## src/rtl/axis_param_scheduler.sv

```systemverilog
// Shares one parameter calculator across NUM_AXES axes. Each axis is issued in index
// order, held for a fixed latency, and its 5-word result is captured into a per-axis bank.
module axis_param_scheduler #(
  parameter int NUM_AXES     = 4,
  parameter int CALC_LATENCY = 2
) (
  input  logic                            clk,
  input  logic                            reset,
  input  logic                            start,
  input  logic                            abort,
  input  logic [NUM_AXES-1:0][31:0]       steps,
  input  logic [4:0][31:0]                max_params,
  input  logic [3:0][63:0]                max_timing,
  output logic                            calc_reset,
  output logic [4:0][31:0]                calc_params,
  output logic [4:0][31:0]                calc_max_params,
  output logic [3:0][63:0]                calc_max_timing,
  input  logic [4:0][31:0]                calc_new_par,
  output logic [NUM_AXES-1:0][4:0][31:0]  axis_par,
  output logic                            busy,
  output logic                            done,
  output logic                            aborted
);

  localparam int IDX_W = (NUM_AXES > 1) ? $clog2(NUM_AXES) : 1;
  localparam int CNT_W = (CALC_LATENCY > 1) ? $clog2(CALC_LATENCY + 1) : 1;
  localparam logic [IDX_W-1:0] LAST_IDX = IDX_W'(NUM_AXES - 1);
  localparam logic [CNT_W-1:0] LAST_CNT = CNT_W'(CALC_LATENCY - 1);

  typedef enum logic [2:0] {IDLE, ISSUE, WAIT, STORE, DONE} state_t;

  state_t                       state, next_state;
  logic [NUM_AXES-1:0][31:0]    steps_q;
  logic [IDX_W-1:0]             idx;
  logic [CNT_W-1:0]             cnt;
  logic                         bypass;

  assign calc_reset = ~reset;
  assign busy       = (state != IDLE);
  assign done       = (state == DONE) && !abort;

  always_ff @(posedge clk) begin
    if (!reset) state <= IDLE;
    else        state <= next_state;
  end

  always_comb begin
    next_state = state;
    case (state)
      IDLE:    if (start) next_state = ISSUE;
      ISSUE:   next_state = (steps_q[idx] != 32'd0) ? WAIT : STORE;
      WAIT:    if (cnt == LAST_CNT) next_state = STORE;
      STORE:   next_state = (idx == LAST_IDX) ? DONE : ISSUE;
      DONE:    next_state = IDLE;
      default: next_state = IDLE;
    endcase
    // Abort cancels any active state, including a pending STORE
    if (state != IDLE && abort) next_state = IDLE;
  end

  always_ff @(posedge clk) begin
    if (!reset) begin
      steps_q         <= '0;
      calc_params     <= '0;
      calc_max_params <= '0;
      calc_max_timing <= '0;
      axis_par        <= '0;
      idx             <= '0;
      cnt             <= '0;
      bypass          <= 1'b0;
      aborted         <= 1'b0;
    end else begin
      aborted <= abort && (state != IDLE);
      case (state)
        IDLE: begin
          if (start) begin
            steps_q         <= steps;
            calc_max_params <= max_params;
            calc_max_timing <= max_timing;
            idx             <= '0;
          end
        end
        ISSUE: begin
          calc_params <= {steps_q[idx], 128'd0};
          bypass      <= (steps_q[idx] == 32'd0);
          cnt         <= '0;
        end
        WAIT: begin
          if (cnt != LAST_CNT) cnt <= cnt + 1'b1;
        end
        STORE: begin
          if (!abort) begin
            axis_par[idx] <= bypass ? '0 : calc_new_par;
            if (idx != LAST_IDX) idx <= idx + 1'b1;
          end
        end
        default: ;
      endcase
    end
  end

endmodule

```

## config.mk

```make
export PLATFORM = sky130hd
export DESIGN_NAME = axis_param_scheduler
export DESIGN_NICKNAME = d
export VERILOG_FILES = /design/src/rtl/axis_param_scheduler.sv
export SDC_FILE = /design/constraint.sdc
export NUM_CORES = 2
export LEC_CHECK = 0
export BUFFER_PORTS_ARGS = -buffer_cell sky130_fd_sc_hd__buf_2
export CORE_AREA = 2 2 743 745
export CTS_CLUSTER_DIAMETER = 30
export DETAILED_ROUTE_END_ITERATION = 7
export DIE_AREA = 0 0 745 747
export PLACE_DENSITY = 0.3
export SETUP_SLACK_MARGIN = 0.5
export SYNTH_ARGS = -nofsm -noshare
export SYNTH_HDL_FRONTEND = slang
export SYNTH_SLANG_ARGS = --single-unit
export TNS_END_PERCENT = 10
```

## constraint.sdc

```tcl
create_clock -name clk -period 6.2 [get_ports clk]
set_input_delay 0.31 -clock clk [delete_from_list [all_inputs] [get_ports clk]]
set_output_delay 0.31 -clock clk [all_outputs]
set_load 0.02 [all_outputs]
```

==> results.txt <==
----------------------------------------------------
[Status]
  Status ... finished, final reports clean

[Placement]
  Final HPWL from detailed placement ... 330000 microns
  Worst slack at placement ... 2570 ps
  Port bufs ... 1799
  Placed insts ... 14403
  Routability-driven placement congestion ratio ... 0.882
  Placed standard-cell area ... 0.0615 sq mm

[Synthesis]
  Distinct cell type count of the synthesized netlist ... 40
  Primary flip-flop cell chosen by synthesis mapping ... sky130_fd_sc_hd__dfxtp_1
  Cell area after technology mapping ... 0.0446 sq mm
  Library cell with the largest summed area after synthesis ... sky130_fd_sc_hd__dfxtp_1
  Most frequent cells after synthesis ... 2439 x sky130_fd_sc_hd__nand2_1, 1225 x sky130_fd_sc_hd__dfxtp_1, 1218 x sky130_fd_sc_hd__a21oi_1, 401 x sky130_fd_sc_hd__clkbuf_1, 161 x sky130_fd_sc_hd__nor2b_1
  Synth area leaders ... sky130_fd_sc_hd__dfxtp_1 55%, sky130_fd_sc_hd__nand2_1 21%, sky130_fd_sc_hd__a21oi_1 14%
  Part of the Yosys area used for sequential elements ... 55.0%
  Yosys warning count ... 0
  Number of storage elements in the synthesis netlist ... 1225
  Ys async rst share ... 0%
  Cells after Synth ... 5696
  Number of flops mapped to enable cells by yosys ... 0
  Most used standard cell by instance count after synthesis ... sky130_fd_sc_hd__nand2_1
  Area share of the largest cell type after synthesis ... 55.0%
  Per-instance average area after synthesis ... 7.83 sq um

[Clock tree]
  Reg clk slew, reported paths ... 40 ps
  Total clock sinks ... 1225
  Clock latency reported for the late side of the worst-skew pair ... 960 ps
  Hold-fix buffers, CTS ... 771
  Maximum clock insertion buffer count ... 4
  Post-CTS setup-driven buffer insertion count ... 0
  Master cell of the clock root buffer ... sky130_fd_sc_hd__clkbuf_16
  CTS buffer count ... 430
  Clock tree from TritonCTS ... done
  H-tree Lvls ... 5
  Post-cts repair resize count ... 0

[Critical path]
  Critical path cell sequence ... nand3b_1 > nor2_1 > nand2_4 > buf_12 > nand2_1 > a21oi_1
  Data arrival time of the critical path ... 4450 ps
  Slowest cell on the critical path ... sky130_fd_sc_hd__nor2_1
  Critical-path maximum fanout ... 83
  Maximum cell stage delay along the critical path ... 800 ps
  Buffers plus inverters on the worst setup path ... 1
  Family of cells with the greatest summed delay on the critical path ... simple AND/OR/NAND/NOR gates
  Kind of start point of the critical path ... register
  Critical path class ... register to register
  Category of the worst setup path capture point ... register
  Worst endpoint required time ... 6960 ps

[Die]
  Ports ... 1928
  Die Y ... 747 microns
  Effective utilization at floorplan ... 8.14%
  Chip width ... 745 microns
  Floorplan die area ... 0.557 sq mm
  Std cell rows ... 272
  Area of the core ... 0.548 sq mm

[Timing]
  Slew @ Worst Pin ... 1190 ps
  Final setup violating endpoints ... 0
  Setup_tns ... 0 ps
  RSZ-0062 raised after global routing ... no
  Maximum frequency from static timing analysis ... 0.271 GHz
  Final-report hold violation count ... 0
  Final max-slew violation count ... 0
  Worst Slack Setup Final ... 2520 ps
  Period utilization ... 59.4%
  Worst slew margin relative to its limit ... 20.5%
  Min Tclk post-route ... 3680 ps
  Clock skew after layout ... 122 ps

[Detailed routing]
  Average detailed-routed wire length per instance ... 25.3 microns
  Routed via count divided by cell count ... 3.21
  Final Routed Wirelength ... 407000 microns
  Number of vias in the routed layout ... 51558
  TritonRoute pass-1 iters ... 6
  DRC Markers ... 0
  Detailed router's first-iteration violation count ... 3283
  Antenna-violating nets left ... 0

[Layout]
  Count of non-filler cells in the finished layout ... 16061
  Cell area after layout ... 0.0840 sq mm
  Synth-to-Final Area Change ... 88.3%
  Final #Nets ... 9058
  Layout cell share with drive strength beyond 1 ... 30.1%
  Number of fill cells in the layout ... 62962

[Job]
  Max_cap viols ... 0

[GRT]
  Vias in the first global route ... 51312
  Grt total ovfl ... 0
  Global-route wire length before repair ... 519000 microns
  Number of antenna violations at the first check in global routing ... 301
  All-layer global routing usage ... 14.0%
  Maximum number of pins on one net before global-route repair ... 173

[Pwr]
  Maximum vdd ir drop ... 0.254 mV
  P per Cell Area ... 385 mW/mm^2
  Leakage power ... 34.3 nW

[Min path]
  HP Class ... input port to register

----------------------------------------------------
-- cell type report --
type / instances / area, sq um / share of cell area (%)
Sequential cell: 1225 / 24500 / 29.2
Inverter: 6 / 30.0 / 0.0358
Clock inverter: 142 / 1700 / 2.02
Clock buffer: 649 / 12800 / 15.3
Tap cell: 7261 / 9080 / 10.8
Timing Repair Buffer: 2650 / 17600 / 21.0
Antenna cell: 96 / 240 / 0.286
Multi-Input combinational cell: 4032 / 17900 / 21.4
-- through the flow --
step / power (W) / hold WS, ps / utilization, %
final: 0.0324 / 30.2 / 15.3
after global routing: 0.0335 / 31.8 / 15.3
after CTS: 0.0329 / 1.19 / 15.3
after detailed placement: 0.0108 / 443 / 11.2
after global placement: 0.0108 / 439 / 11.2
after floorplan: 0.00950 / 432 / -
-- power by group --
| group | switching [W] | internal, W | total [W] |
|---|---|---|---|
| registers | 0.000175 | 0.00818 | 0.00835 |
| logic | 0.00193 | 0.000880 | 0.00281 |
| clock network | 0.00651 | 0.0147 | 0.0212 |
| total | 0.00861 | 0.0237 | 0.0324 |
-- registers in the layout (all words and copies together), names as in the netlist --
register / cells
state: 3
calc_params: 32
idx: 2
calc_max_timing: 256
axis_par: 640
steps_q: 128
calc_max_params: 160
aborted: 1
bypass: 1
cnt: 2
-- cells by family (layout without fill, tap and decap cells) --
family          count (synthesis)  count (layout)  share of synthesized area, %
buf+inv                       566            3447                          5.97
xor+xnor                        1               1                        0.0196
compound gates               1229            1229                          13.9
mux                            33              33                          1.71
fa+ha+maj                       5               5                         0.140
flops                        1225            1225                          55.0
simple gates                 2636            2636                          23.3
other cells                     1             224                       0.00841
-- cell usage in the layout, fill, tap and decap left out, types with 2 or more instances in the layout --
| cell | n |
|---|---|
| sky130_fd_sc_hd__inv_1 | 5 |
| sky130_fd_sc_hd__clkinv_8 | 2 |
| sky130_fd_sc_hd__clkbuf_1 | 96 |
| sky130_fd_sc_hd__bufinv_16 | 15 |
| sky130_fd_sc_hd__ha_1 | 5 |
| sky130_fd_sc_hd__clkinvlp_4 | 7 |
| sky130_fd_sc_hd__buf_12 | 23 |
| sky130_fd_sc_hd__buf_2 | 1799 |
| sky130_fd_sc_hd__a21oi_2 | 2 |
| sky130_fd_sc_hd__nand3b_1 | 2 |
| sky130_fd_sc_hd__a22oi_1 | 2 |
| sky130_fd_sc_hd__dfxtp_2 | 2 |
| sky130_fd_sc_hd__clkinv_2 | 93 |
| sky130_fd_sc_hd__mux4_2 | 23 |
| sky130_fd_sc_hd__nor2_1 | 8 |
| sky130_fd_sc_hd__and2_4 | 4 |
| sky130_fd_sc_hd__clkinv_16 | 22 |
| sky130_fd_sc_hd__a21oi_1 | 1218 |
| sky130_fd_sc_hd__conb_1 | 128 |
| sky130_fd_sc_hd__mux4_1 | 9 |
| sky130_fd_sc_hd__nor4b_1 | 2 |
| sky130_fd_sc_hd__nand4_1 | 2 |
| sky130_fd_sc_hd__buf_4 | 57 |
| sky130_fd_sc_hd__nor2b_1 | 157 |
| sky130_fd_sc_hd__nand2_4 | 5 |
| sky130_fd_sc_hd__clkbuf_8 | 122 |
| sky130_fd_sc_hd__dfxtp_1 | 1222 |
| sky130_fd_sc_hd__diode_2 | 96 |
| sky130_fd_sc_hd__clkbuf_16 | 431 |
| sky130_fd_sc_hd__nor4_1 | 9 |
| sky130_fd_sc_hd__o21ai_0 | 2 |
| sky130_fd_sc_hd__inv_6 | 2 |
| sky130_fd_sc_hd__nand2_1 | 2434 |
| sky130_fd_sc_hd__dlygate4sd3_1 | 771 |
| sky130_fd_sc_hd__nor2b_2 | 4 |
-- worst reg2reg max path, cell delays in order, from the launching register on --
cell and delay [ps]:
sky130_fd_sc_hd__dfxtp_1 590, sky130_fd_sc_hd__nand3b_1 280, sky130_fd_sc_hd__nor2_1 800, sky130_fd_sc_hd__nand2_4 660, sky130_fd_sc_hd__buf_12 490, sky130_fd_sc_hd__nand2_1 570
sky130_fd_sc_hd__a21oi_1 90
-- layer usage --
layer / part of all wire, % / vias to the layer above / track usage [%]
met1: 39 / 24489 / 15.6
li1: - / 23715 / -
met5: 0.15 / - / 0
met3: 8.2 / 874 / 4.66
met4: 4.6 / 98 / 5.57
met2: 49 / 2382 / 24.3
-- final timing paths --
kind              cells after the start               start  slack, ps             endpoint
hold / removal                        3      max_timing[68]         30  calc_max_timing[68]
setup reg to reg                      6            state[0]       2520         axis_par[56]
setup / recovery                      6            state[0]       2520         axis_par[56]
hold reg to reg                       2  calc_max_params[7]        450   calc_max_params[7]
Note: power is estimated with default switching activity, not from simulation.
